### src/rtl/nx1_wb_initiator_if.sv
// Command, response and Wishbone master signal bundle for nx1_wb_initiator.
// The master modport is the initiator's view; the slave modport is the view of
// whatever surrounds it (controller on the command side, X1 macro on the bus side).
interface nx1_wb_initiator_if;
  logic        cmd_valid_i;
  logic        cmd_ready_o;
  logic        cmd_we_i;
  logic [31:0] cmd_adr_i;
  logic [31:0] cmd_dat_i;
  logic [3:0]  cmd_sel_i;

  logic        rsp_valid_o;
  logic        rsp_ready_i;
  logic [31:0] rsp_dat_o;
  logic        rsp_err_o;

  logic        wbm_cyc_o;
  logic        wbm_stb_o;
  logic        wbm_we_o;
  logic [3:0]  wbm_sel_o;
  logic [31:0] wbm_adr_o;
  logic [31:0] wbm_dat_o;
  logic [31:0] wbm_dat_i;
  logic        wbm_ack_i;

  modport master (
    input  cmd_valid_i, cmd_we_i, cmd_adr_i, cmd_dat_i, cmd_sel_i,
    output cmd_ready_o,
    output rsp_valid_o, rsp_dat_o, rsp_err_o,
    input  rsp_ready_i,
    output wbm_cyc_o, wbm_stb_o, wbm_we_o, wbm_sel_o, wbm_adr_o, wbm_dat_o,
    input  wbm_dat_i, wbm_ack_i
  );

  modport slave (
    output cmd_valid_i, cmd_we_i, cmd_adr_i, cmd_dat_i, cmd_sel_i,
    input  cmd_ready_o,
    input  rsp_valid_o, rsp_dat_o, rsp_err_o,
    output rsp_ready_i,
    input  wbm_cyc_o, wbm_stb_o, wbm_we_o, wbm_sel_o, wbm_adr_o, wbm_dat_o,
    output wbm_dat_i, wbm_ack_i
  );
endinterface

### src/rtl/nx1_wb_initiator.sv
// Single-outstanding Wishbone classic-cycle initiator for the Neuromorphic X1
// slave port. Each accepted command becomes one read or write cycle; a missing
// ack is converted into an error response after TIMEOUT_CYCLES+1 bus cycles.
module nx1_wb_initiator #(
  parameter int unsigned TIMEOUT_CYCLES = 1024,
  parameter int unsigned CNT_W          = 16
) (
  input  logic                 wb_clk_i,
  input  logic                 wb_rst_ni,
  nx1_wb_initiator_if.master   bus,
  output logic                 busy_o,
  output logic [CNT_W-1:0]     txn_cnt_o,
  output logic [CNT_W-1:0]     tmo_cnt_o
);

  typedef enum logic [1:0] {S_IDLE, S_BUS, S_RESP} state_t;

  state_t             r_state;
  state_t             w_state_nxt;
  logic               r_run;
  logic               r_cyc;
  logic               r_we;
  logic [3:0]         r_sel;
  logic [31:0]        r_adr;
  logic [31:0]        r_dat;
  logic               r_rsp_vld;
  logic               r_rsp_err;
  logic [31:0]        r_rsp_dat;
  logic [CNT_W-1:0]   r_tmo_ctr;
  logic [CNT_W-1:0]   r_txn_cnt;
  logic [CNT_W-1:0]   r_tmo_cnt;
  logic               w_cmd_ready;
  logic               w_accept;
  logic               w_ack;
  logic               w_timeout;

  // Ack only counts while a cycle is in flight; ack beats timeout in the same cycle.
  assign w_accept  = bus.cmd_valid_i & w_cmd_ready;
  assign w_ack     = (r_state == S_BUS) & bus.wbm_ack_i;
  assign w_timeout = (r_state == S_BUS) & ~bus.wbm_ack_i & (TIMEOUT_CYCLES != 0) &
                     (r_tmo_ctr == CNT_W'(TIMEOUT_CYCLES));

  // Goes high on the first edge after reset release so cmd_ready stays low during reset.
  always_ff @(posedge wb_clk_i or negedge wb_rst_ni) begin
    if (!wb_rst_ni) r_run <= 1'b0;
    else            r_run <= 1'b1;
  end

  // State register.
  always_ff @(posedge wb_clk_i or negedge wb_rst_ni) begin
    if (!wb_rst_ni) r_state <= S_IDLE;
    else            r_state <= w_state_nxt;
  end

  // Next-state decode.
  always_comb begin
    w_state_nxt = r_state;
    case (r_state)
      S_IDLE:  if (w_accept)            w_state_nxt = S_BUS;
      S_BUS:   if (w_ack || w_timeout)  w_state_nxt = S_RESP;
      S_RESP:  if (bus.rsp_ready_i)     w_state_nxt = S_IDLE;
      default:                          w_state_nxt = S_IDLE;
    endcase
  end

  // State-decoded outputs.
  always_comb begin
    w_cmd_ready = r_run & (r_state == S_IDLE);
    busy_o      = (r_state != S_IDLE);
  end

  // Wishbone request registers: loaded on accept, held through BUS/RESP/IDLE.
  always_ff @(posedge wb_clk_i or negedge wb_rst_ni) begin
    if (!wb_rst_ni) begin
      r_cyc <= 1'b0;
      r_we  <= 1'b0;
      r_sel <= '0;
      r_adr <= '0;
      r_dat <= '0;
    end else if (w_accept) begin
      r_cyc <= 1'b1;
      r_we  <= bus.cmd_we_i;
      r_sel <= bus.cmd_sel_i;
      r_adr <= bus.cmd_adr_i;
      r_dat <= bus.cmd_dat_i;
    end else if (w_ack || w_timeout) begin
      r_cyc <= 1'b0;
    end
  end

  // Bus-hang timer: cleared on accept, counts BUS cycles without ack.
  always_ff @(posedge wb_clk_i or negedge wb_rst_ni) begin
    if (!wb_rst_ni)                                    r_tmo_ctr <= '0;
    else if (w_accept)                                 r_tmo_ctr <= '0;
    else if (r_state == S_BUS && !bus.wbm_ack_i)       r_tmo_ctr <= r_tmo_ctr + 1'b1;
  end

  // Response registers: captured at bus completion, held until consumed.
  always_ff @(posedge wb_clk_i or negedge wb_rst_ni) begin
    if (!wb_rst_ni) begin
      r_rsp_vld <= 1'b0;
      r_rsp_err <= 1'b0;
      r_rsp_dat <= '0;
    end else if (w_ack) begin
      r_rsp_vld <= 1'b1;
      r_rsp_err <= 1'b0;
      r_rsp_dat <= r_we ? 32'h0 : bus.wbm_dat_i;
    end else if (w_timeout) begin
      r_rsp_vld <= 1'b1;
      r_rsp_err <= 1'b1;
      r_rsp_dat <= 32'h0;
    end else if (r_state == S_RESP && bus.rsp_ready_i) begin
      r_rsp_vld <= 1'b0;
    end
  end

  // Completion and timeout statistics; both wrap freely.
  always_ff @(posedge wb_clk_i or negedge wb_rst_ni) begin
    if (!wb_rst_ni) begin
      r_txn_cnt <= '0;
      r_tmo_cnt <= '0;
    end else begin
      if (w_ack || w_timeout) r_txn_cnt <= r_txn_cnt + 1'b1;
      if (w_timeout)          r_tmo_cnt <= r_tmo_cnt + 1'b1;
    end
  end

  assign bus.cmd_ready_o = w_cmd_ready;
  assign bus.wbm_cyc_o   = r_cyc;
  assign bus.wbm_stb_o   = r_cyc;
  assign bus.wbm_we_o    = r_we;
  assign bus.wbm_sel_o   = r_sel;
  assign bus.wbm_adr_o   = r_adr;
  assign bus.wbm_dat_o   = r_dat;
  assign bus.rsp_valid_o = r_rsp_vld;
  assign bus.rsp_err_o   = r_rsp_err;
  assign bus.rsp_dat_o   = r_rsp_dat;
  assign txn_cnt_o       = r_txn_cnt;
  assign tmo_cnt_o       = r_tmo_cnt;

endmodule

### src/flat_wrapper.sv
// flat-port wrapper written by rule: the top's interface ports become plain ports
module nx1_wb_initiator_flat 
#(
  parameter int unsigned TIMEOUT_CYCLES = 1024,
  parameter int unsigned CNT_W          = 16
)
  (wb_clk_i, wb_rst_ni, busy_o, txn_cnt_o, tmo_cnt_o, bus_cmd_valid_i, bus_cmd_we_i, bus_cmd_adr_i, bus_cmd_dat_i, bus_cmd_sel_i, bus_cmd_ready_o, bus_rsp_valid_o, bus_rsp_dat_o, bus_rsp_err_o, bus_rsp_ready_i, bus_wbm_cyc_o, bus_wbm_stb_o, bus_wbm_we_o, bus_wbm_sel_o, bus_wbm_adr_o, bus_wbm_dat_o, bus_wbm_dat_i, bus_wbm_ack_i);
  nx1_wb_initiator_if bus_i ();
  input  logic wb_clk_i;
  input  logic wb_rst_ni;
  output logic busy_o;
  output logic [CNT_W-1:0] txn_cnt_o;
  output logic [CNT_W-1:0] tmo_cnt_o;
  input wire logic [$bits(bus_i.cmd_valid_i)-1:0] bus_cmd_valid_i;
  input wire logic [$bits(bus_i.cmd_we_i)-1:0] bus_cmd_we_i;
  input wire logic [$bits(bus_i.cmd_adr_i)-1:0] bus_cmd_adr_i;
  input wire logic [$bits(bus_i.cmd_dat_i)-1:0] bus_cmd_dat_i;
  input wire logic [$bits(bus_i.cmd_sel_i)-1:0] bus_cmd_sel_i;
  output wire logic [$bits(bus_i.cmd_ready_o)-1:0] bus_cmd_ready_o;
  output wire logic [$bits(bus_i.rsp_valid_o)-1:0] bus_rsp_valid_o;
  output wire logic [$bits(bus_i.rsp_dat_o)-1:0] bus_rsp_dat_o;
  output wire logic [$bits(bus_i.rsp_err_o)-1:0] bus_rsp_err_o;
  input wire logic [$bits(bus_i.rsp_ready_i)-1:0] bus_rsp_ready_i;
  output wire logic [$bits(bus_i.wbm_cyc_o)-1:0] bus_wbm_cyc_o;
  output wire logic [$bits(bus_i.wbm_stb_o)-1:0] bus_wbm_stb_o;
  output wire logic [$bits(bus_i.wbm_we_o)-1:0] bus_wbm_we_o;
  output wire logic [$bits(bus_i.wbm_sel_o)-1:0] bus_wbm_sel_o;
  output wire logic [$bits(bus_i.wbm_adr_o)-1:0] bus_wbm_adr_o;
  output wire logic [$bits(bus_i.wbm_dat_o)-1:0] bus_wbm_dat_o;
  input wire logic [$bits(bus_i.wbm_dat_i)-1:0] bus_wbm_dat_i;
  input wire logic [$bits(bus_i.wbm_ack_i)-1:0] bus_wbm_ack_i;
  assign bus_i.cmd_valid_i = bus_cmd_valid_i;
  assign bus_i.cmd_we_i = bus_cmd_we_i;
  assign bus_i.cmd_adr_i = bus_cmd_adr_i;
  assign bus_i.cmd_dat_i = bus_cmd_dat_i;
  assign bus_i.cmd_sel_i = bus_cmd_sel_i;
  assign bus_cmd_ready_o = bus_i.cmd_ready_o;
  assign bus_rsp_valid_o = bus_i.rsp_valid_o;
  assign bus_rsp_dat_o = bus_i.rsp_dat_o;
  assign bus_rsp_err_o = bus_i.rsp_err_o;
  assign bus_i.rsp_ready_i = bus_rsp_ready_i;
  assign bus_wbm_cyc_o = bus_i.wbm_cyc_o;
  assign bus_wbm_stb_o = bus_i.wbm_stb_o;
  assign bus_wbm_we_o = bus_i.wbm_we_o;
  assign bus_wbm_sel_o = bus_i.wbm_sel_o;
  assign bus_wbm_adr_o = bus_i.wbm_adr_o;
  assign bus_wbm_dat_o = bus_i.wbm_dat_o;
  assign bus_i.wbm_dat_i = bus_wbm_dat_i;
  assign bus_i.wbm_ack_i = bus_wbm_ack_i;
  nx1_wb_initiator #(.TIMEOUT_CYCLES(TIMEOUT_CYCLES), .CNT_W(CNT_W)) u_core (.wb_clk_i(wb_clk_i), .wb_rst_ni(wb_rst_ni), .bus(bus_i), .busy_o(busy_o), .txn_cnt_o(txn_cnt_o), .tmo_cnt_o(tmo_cnt_o));
endmodule
### config.mk
export PLATFORM = sky130hd
export DESIGN_NAME = nx1_wb_initiator_flat
export DESIGN_NICKNAME = d
export VERILOG_FILES = /design/src/rtl/nx1_wb_initiator_if.sv /design/src/rtl/nx1_wb_initiator.sv /design/src/flat_wrapper.sv
export SDC_FILE = /design/constraint.sdc
export NUM_CORES = 1
export LEC_CHECK = 0
export CAP_MARGIN = 15
export CORE_AREA = 4 4 91 178
export CTS_CLUSTER_DIAMETER = 40
export DETAILED_ROUTE_END_ITERATION = 10
export DIE_AREA = 0 0 95 182
export HOLD_SLACK_MARGIN = 0.02
export PLACE_DENSITY = 0.78
export SYNTH_ARGS = -nofsm -noshare
export SYNTH_HDL_FRONTEND = slang
export SYNTH_SLANG_ARGS = --single-unit
export TNS_END_PERCENT = 30
### constraint.sdc
create_clock -name wb_clk_i -period 2.9 [get_ports wb_clk_i]
set_clock_uncertainty 0.1 [all_clocks]
set_input_delay 0.29 -clock wb_clk_i [delete_from_list [all_inputs] [get_ports wb_clk_i]]
set_output_delay 0.29 -clock wb_clk_i [all_outputs]
set_load 0.005 [all_outputs]
# ---- Word-level counts from Yosys, hierarchy flattened
# Cells that the tools add are included.
dict set report word_totals {
  ram_bits 0
  mem_bits_ro 0
  latchBits 0
  out_inout_bits 139
  regBits 155
  memories 0
}
dict set report op_classes {
  div_mod_pow 0
  add_sub_neg 3
  reduce_logical 11
  n_mux 16
  mul 0
  n_bitwise 6
  n_lt_le_gt_ge 0
  shifts 0
  eq_ne 6
}
# cell count
set op_table {}
lappend op_table {{$mux W32} 3}
lappend op_table {{$add A16 B1 Y16 const B} 3}
lappend op_table {{$mux W16} 2}
lappend op_table {{$eq A16 B11 Y1 const B} 1}
lappend op_table {{$reduce_bool A2 Y1} 4}
lappend op_table {{$mux W1} 7}
lappend op_table {{$mux W2} 3}
lappend op_table {{$pmux W2 S3} 1}
lappend op_table {{$and A1 B1 Y1} 5}
lappend op_table {{$ne A2 B2 Y1 const B} 2}
lappend op_table {{$reduce_and A3 Y1} 1}
lappend op_table {{$reduce_bool A3 Y1} 1}
lappend op_table {{$eq A2 B1 Y1 const B} 1}
lappend op_table {{$eq A2 B2 Y1 const B} 1}
lappend op_table {{$logic_and A1 B1 Y1} 2}
lappend op_table {{$logic_not A2 Y1} 1}
lappend op_table {{$ne A2 B1 Y1 const B} 1}
lappend op_table {{$logic_not A1 Y1} 1}
lappend op_table {{$logic_or A1 B1 Y1} 1}
lappend op_table {{$not A1 Y1} 1}

# ---- Logic depth before layout (Yosys ltp)
# Gate-level depths: netlist of run 1.
dict set report logic_depth {
  word_depth 6
  depth_mapped 8
  ltp_nobuf 6
}

# ---- Worst setup path before layout of run 1
# No wires, ideal clock.
dict set report synth_path {
  kind {register to register}
  start {register u_core.r_tmo_ctr[0]}
  end {register u_core.r_rsp_dat[10], in the netlist u_core.bus.rsp_dat_o[10]}
  path_stages_with_launch 9
  path_slack_ps 887
  arrival_ps 1792
  required_time_ps 2679
  cell_sequence {dfrtp_1 inv_1 ha_1 nor3b_1 a41oi_1 nand2b_1 buf_2 buf_2 a22o_1}
}
dict set report synth_between {
  elab_chain_len 3
}
# element line
set synth_lines {}
lappend synth_lines {{start: declaration} nx1_wb_initiator.sv:29} ;# logic [CNT_W-1:0] r_tmo_ctr;
lappend synth_lines {{start signal: assignment} nx1_wb_initiator.sv:95} ;# else if (r_state == S_BUS && !bus.wbm_ack_i) r_tmo_ctr <= r_tmo_ctr + 1'b1;
lappend synth_lines {{$eq A16 B11 Y1} nx1_wb_initiator.sv:41} ;# (r_tmo_ctr == CNT_W'(TIMEOUT_CYCLES));
lappend synth_lines {{$and A1 B1 Y1} nx1_wb_initiator.sv:40} ;# assign w_timeout = (r_state == S_BUS) & ~bus.wbm_ack_i & (TIMEOUT_CYCLES != 0) &
lappend synth_lines {{$reduce_bool A2 Y1 (no source line)} --}
lappend synth_lines {{end signal: assignment} nx1_wb_initiator.sv:107} ;# r_rsp_dat <= r_we ? 32'h0 : bus.wbm_dat_i;
lappend synth_lines {{end: declaration} nx1_wb_initiator.sv:28} ;# logic [31:0] r_rsp_dat;
# Every way passes these cells.
# A chain may end at the register's enable or synchronous reset.

# ---- Final worst setup path of run 1
dict set report layout_path {
  start {register u_core.r_state[0]}
  end {output bus_cmd_ready_o}
}
dict set report layout_between {
  elab_chain_len 2
}
# element line
set layout_lines {}
lappend layout_lines {{start: declaration} nx1_wb_initiator.sv:18} ;# state_t r_state;
lappend layout_lines {{start signal: assignment} nx1_wb_initiator.sv:52} ;# else r_state <= w_state_nxt;
lappend layout_lines {{$logic_not A2 Y1} nx1_wb_initiator.sv:68} ;# w_cmd_ready = r_run & (r_state == S_IDLE);
lappend layout_lines {{$and A1 B1 Y1} nx1_wb_initiator.sv:68}
lappend layout_lines {{end: declaration} flat_wrapper.sv:19} ;# output wire logic [$bits(bus_i.cmd_ready_o)-1:0] bus_cmd_ready_o;
# Every way passes these cells.

==> results of run 1 <==
[final timing paths]
kind | end | slack (ps)
setup / recovery | bus_cmd_ready_o | 630
min in group wb_clk_i | u_core.bus.rsp_dat_o[17] | 360
hold reg to reg | u_core.txn_cnt_o[15] | 380
setup reg to reg | u_core.txn_cnt_o[12] | 660
hold / removal | u_core.bus.wbm_adr_o[0] | 330
max in group asynchronous | u_core.bus.rsp_dat_o[22] | 1540
[cells in the final DEF, fill, tap and decap left out, drive strengths merged, types with 2 or more instances in the layout]
cell type	n
nor2	16
dfrtp	155
ha	4
clkbuf	17
xnor2	6
and4	4
xor2	33
or3	3
and3	5
clkdlybuf4s50	243
nor3	16
mux2	72
nor4b	4
inv	19
nand2b	3
or2	2
nand2	17
clkinv	5
and2	2
nor4	11
a22o	32
or4	3
nand3	12
a21o	3
nor3b	4
a21oi	7
buf	10
o21ai	2
nand4	11
o31ai	2
[cells in the mapped netlist (7+ instances only)]
library cell,instances
a21oi_1,7
a22o_1,32
buf_2,14
dfrtp_1,155
inv_1,10
mux2_2,71
nand2_1,17
nand3_1,12
nand4_1,10
nor2_1,16
nor3_1,15
xor2_1,33
[registers in the layout, summed over array words and instances, names as in the netlist, 2 cells and up]
register              count
u_core.bus.rsp_dat_o     32
u_core.bus.wbm_adr_o     32
u_core.bus.wbm_dat_o     32
u_core.bus.wbm_sel_o      4
u_core.r_state            2
u_core.r_tmo_ctr         16
u_core.tmo_cnt_o         16
u_core.txn_cnt_o         16
[logic make-up after synthesis]
group                      after synthesis  synth area share, %
xor gates and xnor gates                39                 5.35
buffers and inverters                   35                 2.53
adders and majority gates                4                0.784
and+or+nand+nor                        118                 11.7
other                                    1               0.0588
muxes                                   72                 12.7
AOI/OAI and AO/OA                       49                 6.08
DFF                                    155                 60.8
[layout make-up]
| type | instances | area (um^2) |
|---|---|---|
| Fill cell | 1153 | 5170 |
| Sequential cell | 155 | 3880 |
| Timing Repair Buffer | 254 | 2550 |
| Multi-Input combinational cell | 283 | 2340 |
| Clock buffer | 17 | 425 |
| Tap cell | 195 | 244 |
| Clock inverter | 15 | 175 |
| Inverter | 10 | 37.5 |
[per-layer routing]
metal	wire length, um	share of wire, %
met3	1180	7.0
met5	0	0
met1	5940	35
met2	9330	55
met4	455	2.7
[where the power goes]
part           leakage (nW)  internal (mW)  switching [mW]
registers              1.93           2.92           0.480
clock network         0.297           1.24           0.981
logic                  1.92           2.05           0.984
[repair_timing]
action,4_1_cts,5_1_grt
hold endpoints to repair,65,0
buffers inserted,0,0
hold buffers,1,0
[stage by stage]
stage	hold WS [ps]	total power, mW
6_report	327	8.65
3_5_place_dp	238	6.52
5_1_grt	343	9.15
2_1_floorplan	-106	4.48
4_1_cts	340	8.80
3_3_place_gp	226	6.40
==> flow_summary.json, run 1 <==
{
  "status": "finished clean",
  "globalRouteMet1Util_pct": 21.2,
  "syn-cell-area_mm2": 0.00638,
  "cp_cell_sequence": "or2_1, nor2_1, clkdlybuf4s50_1",
  "root_buffer": "clkbuf_16",
  "dpl-instance-area_mm2": 0.00904,
  "cts_resized": 0,
  "crit_type": "reg -> out",
  "maxSlewViolCount": 0,
  "period_needed_ps": 2270,
  "final_util_pct": 65.1,
  "critPathRequiredTime_ps": 2510,
  "rows": 63,
  "cts_tree": "yes",
  "grt.met2_usage_pct": 36.5,
  "crit_family": "buffers and inverters",
  "cts_inserted_buffers": 17,
  "antenna_found_initial": 0,
  "routed_wl_mm": 16.9,
  "totalNegativeSetupSlack_ps": 0,
  "vias": 4747,
  "grt.busiest_layer": "met2",
  "clkTransAtPathRegs_ps": 70,
  "post-route-period-util_pct": 78.3,
  "clock-sinks": 155,
  "antenna_left": 0,
  "grt_pass1_vias": 5102,
  "htree_levels": 4,
  "cp_slowest_cell": "clkdlybuf4s50_1",
  "slew_headroom_pct": 57.9,
  "synth_fp_nets": 583,
  "fp.dieH_um": 182,
  "vias_per_cell": 5.11,
  "crit_cells": 3,
  "clockBufferDepth": 2,
  "fp.coreArea_mm2": 0.0148,
  "grt_max_degree": 69,
  "die_area_mm2": 0.0173,
  "synth-seq-cells": 155,
  "grt.total_usage_pct": 20.1,
  "netlist_instances": 473,
  "grt_pass1_wl_mm": 26.8,
  "synth-main-ff-cell": "dfrtp_1",
  "synth_seq_area_share_pct": 60.8,
  "fmax_ghz": 0.440,
  "post-place-ws_ps": 551,
  "gp_congestion": 0.826,
  "setup_violations": 0,
  "port-buffer-count": 244,
  "vdd_ir_drop_max_mv": 0.604,
  "grt_setup_unrepaired": "no",
  "die_width_um": 95,
  "route.detailed.drc": 0,
  "place_inst": 896,
  "io_pins": 245,
  "finish.instance_area_mm2": 0.00965,
  "min_path_type": "in -> async",
  "antennaDiodeCount": 0,
  "synth_top_area_cell": "dfrtp_1",
  "grtUsageMet3_pct": 5.56,
  "start_util_pct": 43.1,
  "drv_cap": 0,
  "cpPeakStageDelay_ps": 520,
  "synthArstFlopShare_pct": 100,
  "final_nets": 831,
  "area_delta_synth_final_pct": 51.2,
  "worst_pin_slew_ps": 632,
  "first_iter_violations": 124,
  "wl_per_cell_um": 18.2,
  "power-per-cell-area_mw_per_mm2": 897,
  "crit_buf_inv": 1,
  "fin_ws_ps": 628,
  "worst_setup_path_end_kind": "output pin",
  "synth_top_area_share_pct": 60.8,
  "instances_no_fill": 929,
  "p_leak_nw": 4.15,
  "yosysWarnings": 0,
  "worst-r2r-cell-count": 7,
  "reg2reg_from": "u_core.r_tmo_ctr[0]",
  "gr-total-overflow": 0,
  "hold_viol": 0,
  "clkLatencyLatePin_ps": 420,
  "synth.area.top_cells": "dfrtp_1 61%, mux2_2 13%, xor2_1 4.5%",
  "synth_edf_count": 0,
  "synth.distinct_cells": 47,
  "first_pass_iters": 4,
  "place_hpwl_mm": 12.7,
  "worstPathMaxFanout": 8,
  "crit_arrival_ps": 1880,
  "cp-start-kind": "register",
  "drive_above_1_share_pct": 17.2,
  "avgSynthCellArea_um2": 13.5,
  "critPathLaunch": "u_core.r_state[0]"
}
No activity file was read; power rests on OpenSTA's default activity.
==> run 2, diff against run 1 <==
Clock period 2.9 ns to 2.3 ns, I/O delays scaled along.
==> flow_summary.json, run 2 (synthesized netlist as in run 1, its figures left out) <==
{
  "rows": 63,
  "grt.total_usage_pct": 20.6,
  "vias_per_cell": 5.13,
  "drive_above_1_share_pct": 18.0,
  "htree_levels": 4,
  "die_width_um": 95,
  "grt_max_degree": 69,
  "final_common_cell": "clkdlybuf4s50_1",
  "pwr-share-seq_pct": 39.4,
  "routed_wl_mm": 17.1,
  "final_cell_mix": "243 x clkdlybuf4s50_1, 155 x dfrtp_1, 71 x mux2_2",
  "cp-start-kind": "register",
  "grt_setup_unrepaired": "no",
  "power.share.clock_pct": 25.0,
  "maxSlewViolCount": 0,
  "nFillCells": 1156,
  "clkLatencyLatePin_ps": 420,
  "crit_buf_inv": 1,
  "p_int_mw": 7.82,
  "worst_pin_slew_ps": 593,
  "hold_viol": 0,
  "antenna_left": 0,
  "drv_cap": 0,
  "crit_type": "reg -> out",
  "start_util_pct": 43.1,
  "totalNegativeSetupSlack_ps": 0,
  "clock-sinks": 155,
  "fmax_ghz": 0.456,
  "route.detailed.drc": 0,
  "wl_per_cell_um": 18.3,
  "fin_ws_ps": 109,
  "first_iter_violations": 90,
  "area_delta_synth_final_pct": 51.8,
  "clkTransAtPathRegs_ps": 60,
  "power-per-cell-area_mw_per_mm2": 1120,
  "crit_family": "buffers and inverters",
  "vdd_ir_drop_max_mv": 0.735,
  "fp.coreArea_mm2": 0.0148,
  "gr-total-overflow": 0,
  "slew_headroom_pct": 60.5,
  "cts_setup_buffers": 0,
  "post-place-ws_ps": 174,
  "cts_inserted_buffers": 17,
  "grt_pass1_vias": 5274,
  "setup_violations": 0,
  "port-buffer-count": 244,
  "crit_arrival_ps": 1860,
  "swShare_pct": 28.1,
  "antennaDiodeCount": 0,
  "place_inst": 902,
  "combPwrFrac_pct": 35.6,
  "cpPeakStageDelay_ps": 530,
  "io_pins": 245,
  "critPathRequiredTime_ps": 1970,
  "worstPathMaxFanout": 8,
  "worst_setup_path_end_kind": "output pin",
  "first_pass_iters": 4,
  "cp_slowest_cell": "clkdlybuf4s50_1",
  "fp.dieH_um": 182,
  "place_hpwl_mm": 12.8,
  "post-route-period-util_pct": 95.3,
  "cts_tree": "yes",
  "root_buffer": "clkbuf_16",
  "vias": 4795,
  "period_needed_ps": 2190,
  "instances_no_fill": 935,
  "min_path_type": "in -> async",
  "switchingPower_mw": 3.06,
  "antenna_found_initial": 0,
  "grt_pass1_wl_mm": 27.3,
  "p_leak_nw": 4.15,
  "cp_cell_sequence": "or2_1, nor2_1, clkdlybuf4s50_1",
  "final_nets": 837,
  "clockBufferDepth": 2,
  "gp_congestion": 0.837,
  "status": "finished clean",
  "die_area_mm2": 0.0173
}
==> run 2: cell count changes in the layout (fill, tap and decap cells not counted) <==
cell / change
buf_12: +1
buf_4: +5
clkinv_4: -3
clkinv_8: -1
clkinvlp_4: +5
inv_6: +3
inv_8: -4
nor3b_1: -1
nor3b_2: +1
==> run 2: layout make-up <==
class | count | area [um^2] | share of cell area [%]
clock buffer | 17 | 425 | 4.39
timing repair buffer | 260 | 2600 | 26.9
clock inverter | 15 | 151 | 1.56
tap | 195 | 244 | 2.52
sequential | 155 | 3880 | 40.0
inverter | 10 | 37.5 | 0.387
multi-input combinational | 283 | 2350 | 24.2
==> run 2: layer usage <==
layer	global-route usage [%]	up-vias	part of all wire, %
met5	0	-	0
met4	8.85	0	3.0
met3	6.09	39	7.8
met2	36.5	199	54
met1	22.2	2364	35
li1	-	2193	-
==> run 2: through the flow <==
step / util (%) / hold WS [ps] / area [um^2] / power [mW]
floorplan: - / -166 / 6380 / 5.64
global placement: 61.4 / 151 / 9100 / 8.10
detailed placement: 61.4 / 163 / 9100 / 8.27
CTS: 65.3 / 285 / 9680 / 11.1
global route: 65.4 / 289 / 9690 / 11.5
finish: 65.4 / 282 / 9690 / 10.9
==> run 2: path summary, 6_finish.rpt <==
check / from / endpoint / slack [ps] / cells after the start
max: u_core.r_state[0] / bus_cmd_ready_o / 110 / 3
min: wb_rst_ni / u_core.bus.wbm_dat_o[10] / 280 / 2
max reg2reg: u_core.r_tmo_ctr[1] / u_core.txn_cnt_o[12] / 240 / 7
min reg2reg: u_core.tmo_cnt_o[15] / u_core.tmo_cnt_o[15] / 370 / 1
max in group asynchronous: wb_rst_ni / u_core.bus.wbm_dat_o[0] / 1130 / 3
min in group wb_clk_i: bus_wbm_dat_i[14] / u_core.bus.rsp_dat_o[14] / 310 / 2
==> run 2: power groups by stage <==
stage,clock (mW),sequential [mW],combinational (mW)
2_1_floorplan,0,4.32,1.32
3_3_place_gp,0,4.28,3.81
3_5_place_dp,0,4.34,3.93
4_1_cts,2.80,4.31,3.95
5_1_grt,2.93,4.42,4.17
6_report,2.72,4.29,3.87
==> run 2: what timing repair did <==
item | in CTS | in global routing
endpoints found under the hold margin | 61 | 0
resized for setup | 0 | 1
hold buffers | 1 | 0
setup endpoints to repair | 0 | 31
==> run 3, diff against run 2 <==
Settings changed: ABC_CLOCK_PERIOD_IN_PS from default to 2300.
==> results of run 3 <==
The final DEF is identical to that of run 2; final timing and power are the same.
